--- config.mk ---
export PLATFORM = sky130hd
export DESIGN_NAME = max7219_receiver
export DESIGN_NICKNAME = d
export VERILOG_FILES = /design/src/rtl/max7219_pkg.sv /design/src/rtl/max7219_receiver_sync.sv /design/src/rtl/max7219_receiver.sv
export SDC_FILE = /design/constraint.sdc
export NUM_CORES = 1
export LEC_CHECK = 0
export CAP_MARGIN = 15
export CORE_MARGIN = 2
export CORE_UTILIZATION = 52
export DETAILED_ROUTE_END_ITERATION = 7
export PLACE_DENSITY = 0.83
export REMOVE_ABC_BUFFERS = 1
export SLEW_MARGIN = 20
export SYNTH_ARGS = -nofsm -noshare
export SYNTH_HDL_FRONTEND = slang
export SYNTH_SLANG_ARGS = --single-unit
--- constraint.sdc ---
create_clock -name clk -period 2.1 [get_ports clk]
set_input_delay 0.525 -clock clk [delete_from_list [all_inputs] [get_ports clk]]
set_output_delay 0.525 -clock clk [all_outputs]
set_load 0.005 [all_outputs]
--- src/rtl/max7219_pkg.sv ---
// Shared definitions for the MAX7219 serial link: register addresses, frame
// width and the receiver state encoding.
package max7219_pkg;

  localparam int FRAME_BITS = 16;

  localparam logic [3:0] ADDR_NOOP      = 4'h0;
  localparam logic [3:0] ADDR_DIGIT0    = 4'h1;
  localparam logic [3:0] ADDR_DIGIT1    = 4'h2;
  localparam logic [3:0] ADDR_DIGIT2    = 4'h3;
  localparam logic [3:0] ADDR_DIGIT3    = 4'h4;
  localparam logic [3:0] ADDR_DIGIT4    = 4'h5;
  localparam logic [3:0] ADDR_DIGIT5    = 4'h6;
  localparam logic [3:0] ADDR_DIGIT6    = 4'h7;
  localparam logic [3:0] ADDR_DIGIT7    = 4'h8;
  localparam logic [3:0] ADDR_DECODE    = 4'h9;
  localparam logic [3:0] ADDR_INTENSITY = 4'hA;
  localparam logic [3:0] ADDR_SCANLIMIT = 4'hB;
  localparam logic [3:0] ADDR_SHUTDOWN  = 4'hC;
  localparam logic [3:0] ADDR_TEST      = 4'hF;

  typedef enum logic [1:0] {
    RX_WAIT_IDLE = 2'd0,
    RX_IDLE      = 2'd1,
    RX_SHIFT     = 2'd2
  } rx_state_e;

endpackage

--- src/rtl/max7219_receiver_sync.sv ---
// sync_edge_detect: SYNC_STAGES-deep synchronizer with single-cycle rise/fall
// pulses derived from the synchronized level.
module sync_edge_detect #(
  parameter int   SYNC_STAGES = 2,
  parameter logic RESET_VAL   = 1'b0
) (
  input  logic clk,
  input  logic rst_n,
  input  logic async_in,
  output logic level,
  output logic rise,
  output logic fall
);

  logic [SYNC_STAGES-1:0] chain;
  logic                   prev;

  always_ff @(posedge clk or negedge rst_n) begin
    if (!rst_n) begin
      chain <= {SYNC_STAGES{RESET_VAL}};
      prev  <= RESET_VAL;
    end else begin
      chain <= {chain[SYNC_STAGES-2:0], async_in};
      prev  <= chain[SYNC_STAGES-1];
    end
  end

  assign level = chain[SYNC_STAGES-1];
  assign rise  = level & ~prev;
  assign fall  = ~level & prev;

endmodule

--- src/rtl/max7219_receiver.sv ---
// MAX7219-compatible serial receiver: decodes DIN/CS/SCLK frames into the
// register map. Optional daisy-chain DOUT enabled by MAX7219_DAISY_OUT_EN.
module max7219_receiver
  import max7219_pkg::*;
#(
  parameter int SYNC_STAGES = 2,
  parameter int ROWS        = 8
) (
  input  logic       clk,
  input  logic       rst_n,
  input  logic       din,
  input  logic       cs,
  input  logic       sclk,
  input  logic [2:0] row_sel,
  output logic [7:0] row_data,
  output logic [7:0] decode_mode,
  output logic [3:0] intensity,
  output logic [2:0] scan_limit,
  output logic       shutdown_n,
  output logic       display_test,
  output logic       frame_valid,
  output logic [3:0] frame_addr,
  output logic [7:0] frame_data,
  output logic       frame_err,
  output logic       dout
);

  logic cs_s, cs_rise, cs_fall;
  logic sclk_s_unused, sclk_rise, sclk_fall;
  logic din_s, din_rise_unused, din_fall_unused;

  // CS idles high, so its synchronizer resets to 1 to avoid a false fall.
  sync_edge_detect #(.SYNC_STAGES(SYNC_STAGES), .RESET_VAL(1'b1)) u_sync_cs (
    .clk(clk), .rst_n(rst_n), .async_in(cs),
    .level(cs_s), .rise(cs_rise), .fall(cs_fall)
  );

  sync_edge_detect #(.SYNC_STAGES(SYNC_STAGES), .RESET_VAL(1'b0)) u_sync_sclk (
    .clk(clk), .rst_n(rst_n), .async_in(sclk),
    .level(sclk_s_unused), .rise(sclk_rise), .fall(sclk_fall)
  );

  sync_edge_detect #(.SYNC_STAGES(SYNC_STAGES), .RESET_VAL(1'b0)) u_sync_din (
    .clk(clk), .rst_n(rst_n), .async_in(din),
    .level(din_s), .rise(din_rise_unused), .fall(din_fall_unused)
  );

  rx_state_e   state;
  logic [15:0] shift_q;
  logic [4:0]  bit_cnt;
  logic [7:0]  rows [ROWS];

  always_ff @(posedge clk or negedge rst_n) begin
    if (!rst_n) begin
      state        <= RX_WAIT_IDLE;
      shift_q      <= '0;
      bit_cnt      <= '0;
      for (int i = 0; i < ROWS; i++) rows[i] <= '0;
      decode_mode  <= '0;
      intensity    <= '0;
      scan_limit   <= '0;
      shutdown_n   <= 1'b0;
      display_test <= 1'b0;
      frame_valid  <= 1'b0;
      frame_err    <= 1'b0;
      frame_addr   <= '0;
      frame_data   <= '0;
    end else begin
      frame_valid <= 1'b0;
      frame_err   <= 1'b0;
      case (state)
        RX_WAIT_IDLE: if (cs_s) state <= RX_IDLE;
        RX_IDLE: begin
          if (cs_fall) begin
            shift_q <= '0;
            bit_cnt <= '0;
            state   <= RX_SHIFT;
          end
        end
        RX_SHIFT: begin
          // A CS rise in the same cycle as an SCLK rise drops that bit.
          if (cs_rise) begin
            state <= RX_IDLE;
            if (bit_cnt >= 5'(FRAME_BITS)) begin
              frame_valid <= 1'b1;
              frame_addr  <= shift_q[11:8];
              frame_data  <= shift_q[7:0];
              case (shift_q[11:8])
                ADDR_DECODE:    decode_mode  <= shift_q[7:0];
                ADDR_INTENSITY: intensity    <= shift_q[3:0];
                ADDR_SCANLIMIT: scan_limit   <= shift_q[2:0];
                ADDR_SHUTDOWN:  shutdown_n   <= shift_q[0];
                ADDR_TEST:      display_test <= shift_q[0];
                default: begin
                  for (int i = 0; i < ROWS; i++)
                    if (shift_q[11:8] == 4'(i + 1)) rows[i] <= shift_q[7:0];
                end
              endcase
            end else begin
              frame_err <= 1'b1;
            end
          end else if (sclk_rise) begin
            shift_q <= {shift_q[14:0], din_s};
            if (bit_cnt != 5'd31) bit_cnt <= bit_cnt + 5'd1;
          end
        end
        default: state <= RX_WAIT_IDLE;
      endcase
    end
  end

  always_comb begin
    row_data = '0;
    for (int i = 0; i < ROWS; i++)
      if (int'(row_sel) == i) row_data = rows[i];
  end

`ifdef MAX7219_DAISY_OUT_EN
  // The bit leaving the top of the shift register appears 16 SCLKs later.
  always_ff @(posedge clk or negedge rst_n) begin
    if (!rst_n)                 dout <= 1'b0;
    else if (state != RX_SHIFT) dout <= 1'b0;
    else if (sclk_fall)         dout <= shift_q[15];
  end
`else
  logic sclk_fall_unused;
  assign sclk_fall_unused = sclk_fall;
  assign dout = 1'b0;
`endif

endmodule

-- Word-level counts from Yosys, hierarchy flattened
Cells that the tools add are included.
- logic and storage cells: 111
- output and inout port bits: 40
- flip-flop bits (word level): 122
- bitwise gates (word level): 7
- eq/ne operators: 29
- reduce and logical (&&, ||, !) cells: 21
- muxes and demuxes: 27
- add/subtract/negate cells: 1
- order comparisons: 1
- operator list (operator ; number):
    8-bit 2-to-1 mux ; 8
    5-bit AND reduction ; 9
    12-bit 2-to-1 mux ; 3
    4-bit equality test (second input constant) ; 6
    12-bit one-hot mux with 2 select lines ; 1
    4-bit AND reduction ; 6
    5-bit 2-to-1 mux ; 4
    4-bit by 3-bit equality test with 1-bit output (second input constant) ; 4
    3-bit equality test (second input constant) ; 4
    2-bit != test (second input constant) ; 5
    5-bit one-hot mux with 2 select lines ; 1
    4-bit by 2-bit equality test with 1-bit output (second input constant) ; 2
    3-bit by 2-bit equality test with 1-bit output (second input constant) ; 2
    1-bit 2-to-1 mux ; 6
    2-bit 2-to-1 mux ; 3
    2-bit one-hot mux with 3 select lines ; 1
    3-bit AND reduction ; 2
    5-bit by 1-bit adder with 5-bit output (second input constant) ; 1
    5-bit greater-or-equal comparator (second input constant) ; 1
    5-bit != test (second input constant) ; 1
    5-bit OR reduction ; 1
    4-bit by 1-bit equality test with 1-bit output (second input constant) ; 1
    1-bit inverter ; 4
    1-bit AND ; 3
    other kinds (7) ; 7

-- Depth between registers and ports, before layout
Gate-level depths: netlist (run 1).
- depth after elaboration: 9
- gate-level depth with buffers: 6
- gate-level depth less buffers: 6

-- Modules after synthesis
A second synthesis (run 1) with hierarchy kept.
- cell total of the unflattened synthesis: 420
- area total of the unflattened synthesis: 5477.8 µm²
- by module, submodules not included (module ; instances ; area each (µm²) ; cells each ; sequential area each (µm²)):
    max7219_receiver ; 1 ; 5203.7 ; 405 ; 2852.7
    sync_edge_detect (u_sync_din ...) ; 2 ; 90.1 ; 5 ; 75.1
    sync_edge_detect (u_sync_cs) ; 1 ; 93.8 ; 5 ; 78.8

-- Worst setup path after synthesis (run 1)
Ideal clock, no wire load.
- path kind: input -> output
- from: in row_sel[0]
- to: out row_data[1]
- data arrival time: 1.569 ns
- data required time: 1.575 ns
- slack: 0.006 ns
- stages: 5
- cells stage by stage: clkbuf_1 > buf_2 > mux2_2 > o21ai_0 > o211ai_1
- longest elaborated chain between the ends: 9
- ends and longest elaborated chain (what ; RTL line ; source):
    from (decl) ; max7219_receiver.sv:14 ; input logic [2:0] row_sel,
    3-bit zero test ; max7219_receiver.sv:115 ; if (int'(row_sel) == i) row_data = rows[i];
    8-bit 2-to-1 mux (7 in series) ; max7219_receiver.sv:115 ;
    8-bit 2-to-1 mux * ; max7219_receiver.sv:115 ;
    to (decl) ; max7219_receiver.sv:15 ; output logic [7:0] row_data,
Mark *: on every way between the ends. The rest lies on a longest branch, timed or not.

-- Worst setup path after layout (run 1)
- from: in row_sel[2]
- to: out row_data[0]
Same word-level chain as after synthesis.

==> results of run 1 <==
critical path, cell delays in order:
cell and delay, ns:
clkdlybuf4s15_2 0.29, buf_4 0.21, a21o_1 0.19, a221oi_2 0.25, a21oi_2 0.06, buf_2 0.13
cell usage after synthesis, types with 2 or more instances:
master    count  area (µm²)
a21oi_1      11        55.1
a22oi_1       7        52.6
and3_1        2        12.5
buf_2         9        45.0
clkbuf_1     23        86.3
dfrtp_1     119        2980
dfstp_2       3        78.8
ha_1          3        37.5
inv_1        14        52.6
mux2_2       99        1110
mux2i_1      11         110
nand2_1      57         214
nand2b_1     12        75.1
nand3_2       2        20.0
nor2_1        2        7.51
nor2b_1       2        12.5
nor3_1        4        20.0
nor3b_1       2        15.0
nor4_1        2        12.5
nor4b_4       2        47.6
o211a_1       7        70.1
o211ai_1      7        52.6
o21ai_0      29         145
metal layers:
layer / vias up / GRT usage, %
li1: 1692 / -
met2: 110 / 40.1
met3: 22 / 5.47
met1: 1900 / 29.2
met5: - / 0
met4: 0 / 12.5
power by group:
group | internal (mW) | switching [mW]
combinational | 0.111 | 0.162
clock | 1.96 | 1.00
sequential | 2.38 | 0.0293
total | 4.45 | 1.19
layout make-up:
type                            instances  share of cell area [%]
Clock inverter                          7                    1.66
Timing Repair Buffer                   78                    10.5
Inverter                               14                   0.758
Clock buffer                           25                    7.13
Multi-Input combinational cell        278                    33.4
Tap cell                              136                    2.45
Sequential cell                       122                    44.1
state kept, by name (all words and copies together) (netlist names), 2 cells and up:
signal	count
u_sync_din.chain	2
decode_mode	8
scan_limit	3
shift_q	12
u_sync_sclk.chain	2
frame_addr	4
bit_cnt	5
frame_data	8
rows	64
u_sync_cs.chain	2
intensity	4
state	2
repair_timing:
action,CTS,global route
gates cloned,1,0
resized for setup,62,20
endpoints found under the hold margin,0,0
buffers inserted,2,3
endpoints found under the setup margin,8,16
pin swaps,11,7
per-stage QoR:
step / util, % / instances / cell area [µm²] / worst slack, ns
final: 67.5 / 660 / 6940 / -0.0924
after CTS: 66.7 / 657 / 6850 / -0.104
after global placement: 60.3 / 622 / 6200 / -0.873
after detailed placement: 60.3 / 622 / 6200 / -0.916
after global routing: 67.5 / 660 / 6940 / -0.176
after floorplan: - / 414 / 5350 / -0.117
cells in the final DEF (no fill, tap or decap), types with 7 or more instances in the layout:
cell / instances
buf_4: 26
dfrtp_1: 119
nand2b_1: 11
a22oi_1: 7
mux2i_1: 11
inv_1: 14
mux2_2: 97
o21ai_0: 18
o211ai_1: 7
clkbuf_16: 16
clkdlybuf4s50_1: 34
nand2_1: 56
buf_2: 8
o211a_1: 7
final timing paths:
path                                                      from                        endpoint  cells past startpoint
worst max-delay path                                row_sel[2]                     row_data[0]                      6
worst min-delay path                                     rst_n          shift_q[7]$_DFFE_PN0P_                      2
worst max register to register        u_sync_cs.prev$_DFF_PN1_          shift_q[7]$_DFFE_PN0P_                      4
worst min register to register  u_sync_sclk.chain[0]$_DFF_PN0_  u_sync_sclk.chain[1]$_DFF_PN0_                      0
max in group asynchronous                                rst_n            rows[17]$_DFFE_PN0P_                      2
min in group clk                u_sync_sclk.chain[0]$_DFF_PN0_  u_sync_sclk.chain[1]$_DFF_PN0_                      0
logic make-up after synthesis:
family	share of synthesized area (%)
other	0.0683
AND/OR/NAND/NOR	9.94
flip-flops	55.7
buffers and inverters	3.49
AO/OA/AOI/OAI	7.61
multiplexers	22.5
adder cells (fa/ha/maj)	0.684
==> results.md, run 1 <==
* Die Area at around 11000 µm²
* Dpl hpwl at about 8000 µm
* Total power at ~5.6 mW
* Worst EP arrival at 1.67 ns
* Avg Cell Area, Syn at around 12 µm²
* Share of post-route cells with drive strength above 1 at about two fifths
* Final setup fails at 4
* Cell Rows at 37
* YS warnings at 0
* Nets at between 500 and 600
* Worst Hold Class: in -> async
* Fillers at 711
* Outcome: complete, but fails checks
* EDFF count, synth at 0
* ANT nets after route at 0
* Actual slew at the worst max-slew pin at roughly 0.8 ns
* Crit start category: primary input
* Clk root buf: clkbuf_8
* Post-synthesis instance area at between 5000 and 6000 µm²
* Met1 WL at approximately 5000 µm
* CTS tree: built
* Met3 wire len at around 550 µm
* Mapped Cells at approximately 450
* Core footprint at about 10000 µm²
* CTS buffer count at 17
* Critical path class: in -> out
* Global-route total usage across every layer at about a quarter
* Overflow after GRT at 0
* Layout area overhead at 26.4%
* Hold Buf Count CTS at 0
* PwrDens at 813 nW/µm²
* First-pass GRT wire length at between 20000 and 25000 µm
* Worst skew pair latency at approximately 0.52 ns
* Initial antenna violation count at 0
* Post-synthesis async set-or-reset flop share at between 90% and 100%
* Hold slack at 0.0428 ns
* Port buffer count at 46
* Post-synthesis register bit count at about 120
* Worst setup margin at -0.0924 ns
* Gpl congestion at slightly above 0.8
* Clk slew on worst S/H paths at about 0.060 ns
* Sink Count at ~120
* # IOs at 48
* Sequential cell area at between 3000 and 4000 µm²
* Unrepaired setup endpoints after global routing: true
* Minimum clock period at roughly 2.2 ns
* Final period util at 104%
* Die Y at 107 µm
* Vias/cell at ~5.6
* VDD IR max at about 0.57 mV
* Iter 0 DRT Violations at around 170
* Setup TNS at -0.174 ns
* WL final at 12500 µm
* Largest net degree at the start of global routing at 90
* Max-slew violation count at 0
* R2R Setup Slk at about 0.13 ns
* Pleak at between 3 and 4 nW
* CP endpoint kind: output pin
* Area of the multi-input gates at roughly 2300 µm²
* Synth Flop Type: dfrtp_1
* Routed wire length on met2 at 6540 µm
* # Max-Cap Violations at 0
* WL per Instance at 19.0 µm
* Highest routed layer: met4
* Worst Path Max Fanout at 7
* Fraction of the yosys area taken by sequential cells at between 50 and 60%
* Initial Utilization at a little over half
* Rel. slew slack at 48.2%
* FMAX at 456 MHz
* Remaining DRCs at 0
* Failing checks: setup timing
* Vias at approximately 3700
* Post-synth cell types at slightly above 40
* Final hold vios at 0
* DR pass1 iterations at 4
* Clock Path Buffers at 2
* Htree depth at 4
* Vias in the first global route at approximately 4000
* Die width at around 110 µm
* Antenna diode count at 0
* Clk_skew at between 0.007 and 0.008 ns
* CP required at ~1.6 ns
No activity file was read; power rests on OpenSTA's default activity.
==> inputs of run 2 (changes only) <==
--- a/config.mk
+++ b/config.mk
@@ -7,9 +7,10 @@
 export LEC_CHECK = 0
 export CAP_MARGIN = 15
 export CORE_MARGIN = 2
-export CORE_UTILIZATION = 52
+export CORE_UTILIZATION = 55
 export DETAILED_ROUTE_END_ITERATION = 7
-export PLACE_DENSITY = 0.83
+export DONT_BUFFER_PORTS = 1
+export PLACE_DENSITY = 0.8
 export REMOVE_ABC_BUFFERS = 1
 export SLEW_MARGIN = 20
 export SYNTH_ARGS = -nofsm -noshare
==> results.md, run 2 (synthesis gave the netlist of run 1 again) <==
* Max-slew violation count at 0 (unchanged)
* Commonest non-fill, non-tap cells in the layout: 119 x dfrtp_1, 99 x mux2_2, 57 x nand2_1
* Nets at 456 (-13%)
* Core footprint at 9730 µm² (-5.3%)
* Failing checks: hold timing
* Clk_skew at 0.00654 ns (-0.00113 ns)
* Rel. slew slack at 52.1% (+3.9 points)
* Worst skew pair latency at 0.53 ns (about the same)
* Critical path class: reg -> out
* Clk slew on worst S/H paths at 0.05 ns (about the same)
* PwrDens at 852 nW/µm² (+4.8%)
* Final setup fails at 0 (-4)
* Port buffer count at 0 (-100%)
* Outcome: complete, but fails checks
* CTS tree: built
* Antenna diode count at 0 (unchanged)
* R2R Setup Slk at 0.15 ns (+0.02 ns)
* CP required at 1.57 ns (about the same)
* # Max-Cap Violations at 0 (unchanged)
* Final hold vios at 122 (+122)
* Vias in the first global route at 3577 (-10%)
* VDD IR max at 0.540 mV (-5.0%)
* Area of the multi-input gates at 2250 µm² (-3.0%)
* Remaining DRCs at 0 (unchanged)
* Gpl congestion at 0.873 (+7.8%)
* Crit start category: flip-flop
* Hold slack at -0.303 ns (-0.346 ns)
* Unrepaired setup endpoints after global routing: true
* Clock Path Buffers at 2 (unchanged)
* Largest regs: rows x64, shift_q x12
* Hold Buf Count CTS at 1 (+1)
* Iter 0 DRT Violations at 210 (+25%)
* ANT nets after route at 0 (unchanged)
* Minimum clock period at 2.07 ns (-0.119 ns)
* Largest net degree at the start of global routing at 123 (+37%)
* Cell Rows at 36 (-2.7%)
* Vias at 3467 (-6.9%)
* CP endpoint kind: output pin
* Initial antenna violation count at 0 (unchanged)
* First-pass GRT wire length at 18800 µm (-8.7%)
* Htree depth at 4 (unchanged)
* Worst EP arrival at 1.55 ns (-0.12 ns)
* Pleak at 2.96 nW (-10%)
* Cells on worst reg2reg path at 4 (unchanged)
* Actual slew at the worst max-slew pin at 0.719 ns (-0.0584 ns)
* Clk root buf: clkbuf_8
* R2R Path Start: state[0]$_DFFE_PN0P_
* FMAX at 482 MHz (+5.7%)
* Die Area at 10800 µm² (-5.3%)
* WL per Instance at 19.1 µm (+0.22%)
* Worst Path Max Fanout at 3 (-4)
* Initial Utilization at 56.4% (+3.0 points)
* CTS buffer count at 17 (unchanged)
* Max FFs per register at 64 (unchanged)
* Sink Count at 122 (unchanged)
* Overflow after GRT at 0 (unchanged)
* Worst Hold Class: in -> async
* WL final at 11300 µm (-10%)
* Reg with most FFs: rows
* Final period util at 98.7% (-5.7 points)
* DR pass1 iterations at 4 (unchanged)
* Sequential cell area at 3060 µm² (unchanged)
* Vias/cell at 5.87 (+4.0%)
* Setup crit start: rows[16]$_DFFE_PN0P_
* Total power at 5.27 mW (-6.5%)
* Die Y at 104 µm (-2.7%)
* Layout area overhead at 12.7%
* Fillers at 767 (+7.9%)
* Dpl hpwl at 7190 µm (-8.7%)
* Commonest non-fill, non-tap cell in the layout: dfrtp_1
* Global-route total usage across every layer at 22.5% (-1.5 points)
* Reg-to-Reg End: rows[22]$_DFFE_PN0P_
* Die width at 104 µm (-2.7%)
* # IOs at 48 (unchanged)
* Share of post-route cells with drive strength above 1 at 33.6% (-4.7 points)
run 2: timing repair:
action	in CTS	in global routing
endpoints found under the setup margin	4	2
buffers inserted	0	0
gates resized for setup	4	2
endpoints found under the hold margin	123	122
gates cloned	0	0
pin swaps	1	2
run 2: worst max path at each step:
stage,to,depth (start not counted)
detailed placement,rows[21]$_DFFE_PN0P_,4
floorplan,shutdown_n$_DFFE_PN0P_,4
global placement,rows[16]$_DFFE_PN0P_,4
CTS,row_data[0],4
global route,row_data[0],4
finish,row_data[0],4
run 2: area by class of cell:
type	instances	share of cell area (%)
flip-flops and latches	122	49.4
multi-input cells	278	36.4
clock buffers	26	8.21
well taps	133	2.69
repair buffers	12	1.50
clock inverters	6	0.971
inverters	14	0.849
run 2: power by group:
part	switching (mW)	leakage, nW	internal, mW	total, mW
clock network	0.989	0.277	1.75	2.74
logic	0.0692	1.01	0.0586	0.128
registers	0.0295	1.68	2.38	2.41
total	1.09	2.96	4.19	5.27
run 2: critical path, stage by stage (launching register included):
cell and delay (ns):
dfrtp_1 0.38, nand2b_1 0.15, a21o_1 0.18, a221oi_2 0.25, a21oi_2 0.07
run 2: metrics by stage:
stage	worst slack (ns)	instances	instance area (µm²)	util [%]	setup TNS [ns]
4_1_cts	-0.0239	591	6180	63.6	-0.0239
6_report	0.0264	591	6190	63.6	0
3_3_place_gp	0.227	558	5600	57.5	0
2_1_floorplan	-0.117	414	5350	-	-0.166
3_5_place_dp	0.153	558	5600	57.5	0
5_1_grt	-0.0264	591	6190	63.6	-0.0264
run 2: layer usage:
layer / vias up / part of all wire, % / global-route usage (%)
li1: 1557 / - / -
met2: 104 / 51 / 36.4
met5: - / 0 / 0
met3: 26 / 4.9 / 6.89
met1: 1780 / 42 / 28.5
met4: 0 / 2.2 / 8.98
==> inputs of run 3 (changes only) <==
--- a/config.mk
+++ b/config.mk
@@ -6,12 +6,15 @@
 export NUM_CORES = 1
 export LEC_CHECK = 0
 export CAP_MARGIN = 15
+export CELL_PAD_IN_SITES_DETAIL_PLACEMENT = 1
+export CELL_PAD_IN_SITES_GLOBAL_PLACEMENT = 1
 export CORE_MARGIN = 2
-export CORE_UTILIZATION = 55
+export CORE_UTILIZATION = 46
 export DETAILED_ROUTE_END_ITERATION = 7
 export DONT_BUFFER_PORTS = 1
-export PLACE_DENSITY = 0.8
+export PLACE_DENSITY = 0.82
 export REMOVE_ABC_BUFFERS = 1
+export SETUP_SLACK_MARGIN = 0.4
 export SLEW_MARGIN = 20
 export SYNTH_ARGS = -nofsm -noshare
 export SYNTH_HDL_FRONTEND = slang
==> results.md, run 3 (synthesis gave the netlist of run 1 again) <==
* CTS tree: built
* R2R Setup Slk at 0.17 ns (+0.02 ns)
* Cell-internal power at 4.25 mW (+1.6%)
* WL final at 17500 µm (+55%)
* Final hold vios at 119 (-2.5%)
* Unrepaired setup endpoints after global routing: true
* CTS buffer count at 17 (unchanged)
* Critical path destination: row_data[0]
* Crit start category: flip-flop
* FMAX at 493 MHz (+2.2%)
* # IOs at 48 (unchanged)
* ANT nets after route at 0 (unchanged)
* Largest net degree at the start of global routing at 123 (unchanged)
* Sink Count at 122 (unchanged)
* Max FFs per register at 64 (unchanged)
* Max-slew violation count at 0 (unchanged)
* WL per Instance at 27.4 µm (+44%)
* Final period util at 96.6% (-2.1 points)
* Hold slack at -0.206 ns (+0.0967 ns)
* Slowest CP cell: dfrtp_1
* CP required at 1.57 ns (about the same)
* Dpl hpwl at 8120 µm (+13%)
* Htree depth at 4 (unchanged)
* Layout area overhead at 29.4%
* Vias in the first global route at 4304 (+20%)
* First-pass GRT wire length at 24400 µm (+30%)
* Minimum clock period at 2.03 ns (-0.0443 ns)
* Commonest non-fill, non-tap cells in the layout: 112 x dfrtp_1, 54 x mux2_2, 46 x mux2_4
* Remaining DRCs at 2 (+2)
* Final setup fails at 0 (unchanged)
* Failing checks: DRC, hold timing
* Pleak at 3.30 nW (+12%)
* Overflow after GRT at 0 (unchanged)
* Actual slew at the worst max-slew pin at 0.683 ns (-0.0363 ns)
* Setup crit start: rows[16]$_DFFE_PN0P_
* Antenna diode count at 0 (unchanged)
* Clk_skew at 0.0190 ns (+0.0124 ns)
* Rel. slew slack at 54.5% (+2.4 points)
* Gpl congestion at 0.755 (-14%)
* Die Area at 12800 µm² (+19%)
* Iter 0 DRT Violations at 258 (+23%)
* Critical path class: reg -> out
* Vias at 3858 (+11%)
* Die width at 113 µm (+9.0%)
* Core footprint at 11500 µm² (+18%)
* Crit path depth at 4 (unchanged)
* CP endpoint kind: output pin
* Logic pwr share at 4.6% (+2.2 points)
* CP Cell Sequence: nand2b_4 > a21o_1 > a221oi_2 > a21oi_2
* Worst Hold Class: in -> async
* Vias/cell at 6.05 (+3.1%)
* Placed instance area at 5640 µm² (+0.76%)
* Clk network pwr share at 51.5% (-0.5 points)
* R2R Path Start: state[0]$_DFFE_PN0P_
* # Max-Cap Violations at 0 (unchanged)
* Outcome: complete, but fails checks
* DR pass1 iterations at 6 (+2)
* Sw Ratio at 22.5% (+1.8 points)
* VDD IR max at 0.742 mV (+37%)
* PwrDens at 772 nW/µm² (-9.4%)
* Worst Path Max Fanout at 3 (unchanged)
* CP bufs+invs at 0 (unchanged)
* Worst skew pair latency at 0.43 ns (-0.10 ns)
* Nets at 493 (+8.1%)
* Cells on worst reg2reg path at 6 (+2)
* Largest regs: rows x64, shift_q x12
* Commonest non-fill, non-tap cell in the layout: dfrtp_1
* Sw Pwr at 1.23 mW (+13%)
* Worst EP arrival at 1.50 ns (-0.05 ns)
* Final Instance Area at 7100 µm² (+15%)
* Initial antenna violation count at 0 (unchanged)
* Die Y at 113 µm (+9.0%)
* Global-route total usage across every layer at 25.5% (+3.0 points)
* Initial Utilization at 47.7% (-8.8 points)
* Share of post-route cells with drive strength above 1 at 49.7% (+16 points)
* Reg with most FFs: rows
* Flop pwr share at 43.9% (-1.7 points)
* Clk root buf: clkbuf_16
* Cell Rows at 39 (+8.3%)
* Max incr delay on CP at 0.41 ns (+0.03 ns)
* Setup TNS at 0 ns (unchanged)
* Clock Path Buffers at 2 (unchanged)
* Clk slew on worst S/H paths at 0.06 ns (about the same)
* Port buffer count at 0 (unchanged)
* Delay-heaviest family, CP: compound AO/OA/AOI/OAI gates
* Reg-to-Reg End: rows[60]$_DFFE_PN0P_
run 3: cell count changes in the layout (fill, tap and decap cells not counted), sizes merged:
cell and delta:
buf +35, bufinv +1, clkbuf -5, clkinv +2, clkinvlp +3, dlygate4sd3 -1
inv -1, o41a +3
run 3: area by class of cell:
| type | count | area (µm²) |
|---|---|---|
| repair buffers | 46 | 450 |
| clock buffers | 21 | 450 |
| clock inverters | 11 | 123 |
| flip-flops and latches | 122 | 3070 |
| multi-input cells | 281 | 2780 |
| well taps | 143 | 179 |
| fillers | 1099 | 4410 |
| inverters | 14 | 56.3 |
run 3: what timing repair did:
| item | 4_1_cts | 5_1_grt |
|---|---|---|
| gates cloned | 3 | 0 |
| setup buffers | 22 | 9 |
| pin swaps | 18 | 33 |
| endpoints found under the hold margin | 122 | 122 |
| setup endpoints to repair | 107 | 117 |
| resized for setup | 76 | 96 |
run 3: power by group through the flow:
| stage | Clock, mW | Combinational, mW | Sequential (mW) |
|---|---|---|---|
| after floorplan | 0 | 0.0915 | 2.44 |
| after global placement | 0 | 0.119 | 2.44 |
| after detailed placement | 0 | 0.127 | 2.45 |
| after CTS | 2.85 | 0.204 | 2.40 |
| after global routing | 2.98 | 0.264 | 2.41 |
| final | 2.83 | 0.251 | 2.41 |
run 3: metal layers:
| layer | GRT usage, % | part of all wire [%] | vias to the layer above |
|---|---|---|---|
| li1 | - | - | 1646 |
| met1 | 29.6 | 38 | 2040 |
| met2 | 42.8 | 52 | 109 |
| met3 | 6.75 | 3.8 | 63 |
| met4 | 14.6 | 5.7 | 0 |
| met5 | 0 | 0 | - |
run 3: worst register-to-register path, cell delays in order, from the launching register on:
cell,delay [ns]
dfrtp_2,0.43
nand3b_4,0.21
buf_6,0.17
nor3b_4,0.39
nand2_1,0.14
buf_6,0.18
mux2_2,0.29
run 3: how the worst min path moves through the flow:
stage	start	to	slack [ns]	cells after the start
detailed placement	rst_n	rows[45]$_DFFE_PN0P_	0.23	0
CTS	rst_n	rows[29]$_DFFE_PN0P_	-0.22	0
global placement	rst_n	rows[45]$_DFFE_PN0P_	0.23	0
global route	rst_n	rows[29]$_DFFE_PN0P_	-0.23	0
finish	rst_n	rows[5]$_DFFE_PN0P_	-0.21	0
floorplan	rst_n	bit_cnt[0]$_DFFE_PN0P_	0.23	0
run 3: metrics by stage:
step / util, % / instances / total power, mW / setup slack [ns]
after floorplan: - / 414 / 2.53 / -0.117
after global placement: 49.0 / 572 / 2.56 / 0.245
after detailed placement: 49.0 / 572 / 2.57 / 0.159
after CTS: 58.3 / 629 / 5.46 / 0.138
after global routing: 61.7 / 638 / 5.65 / 0.00312
final: 61.7 / 638 / 5.48 / 0.0707
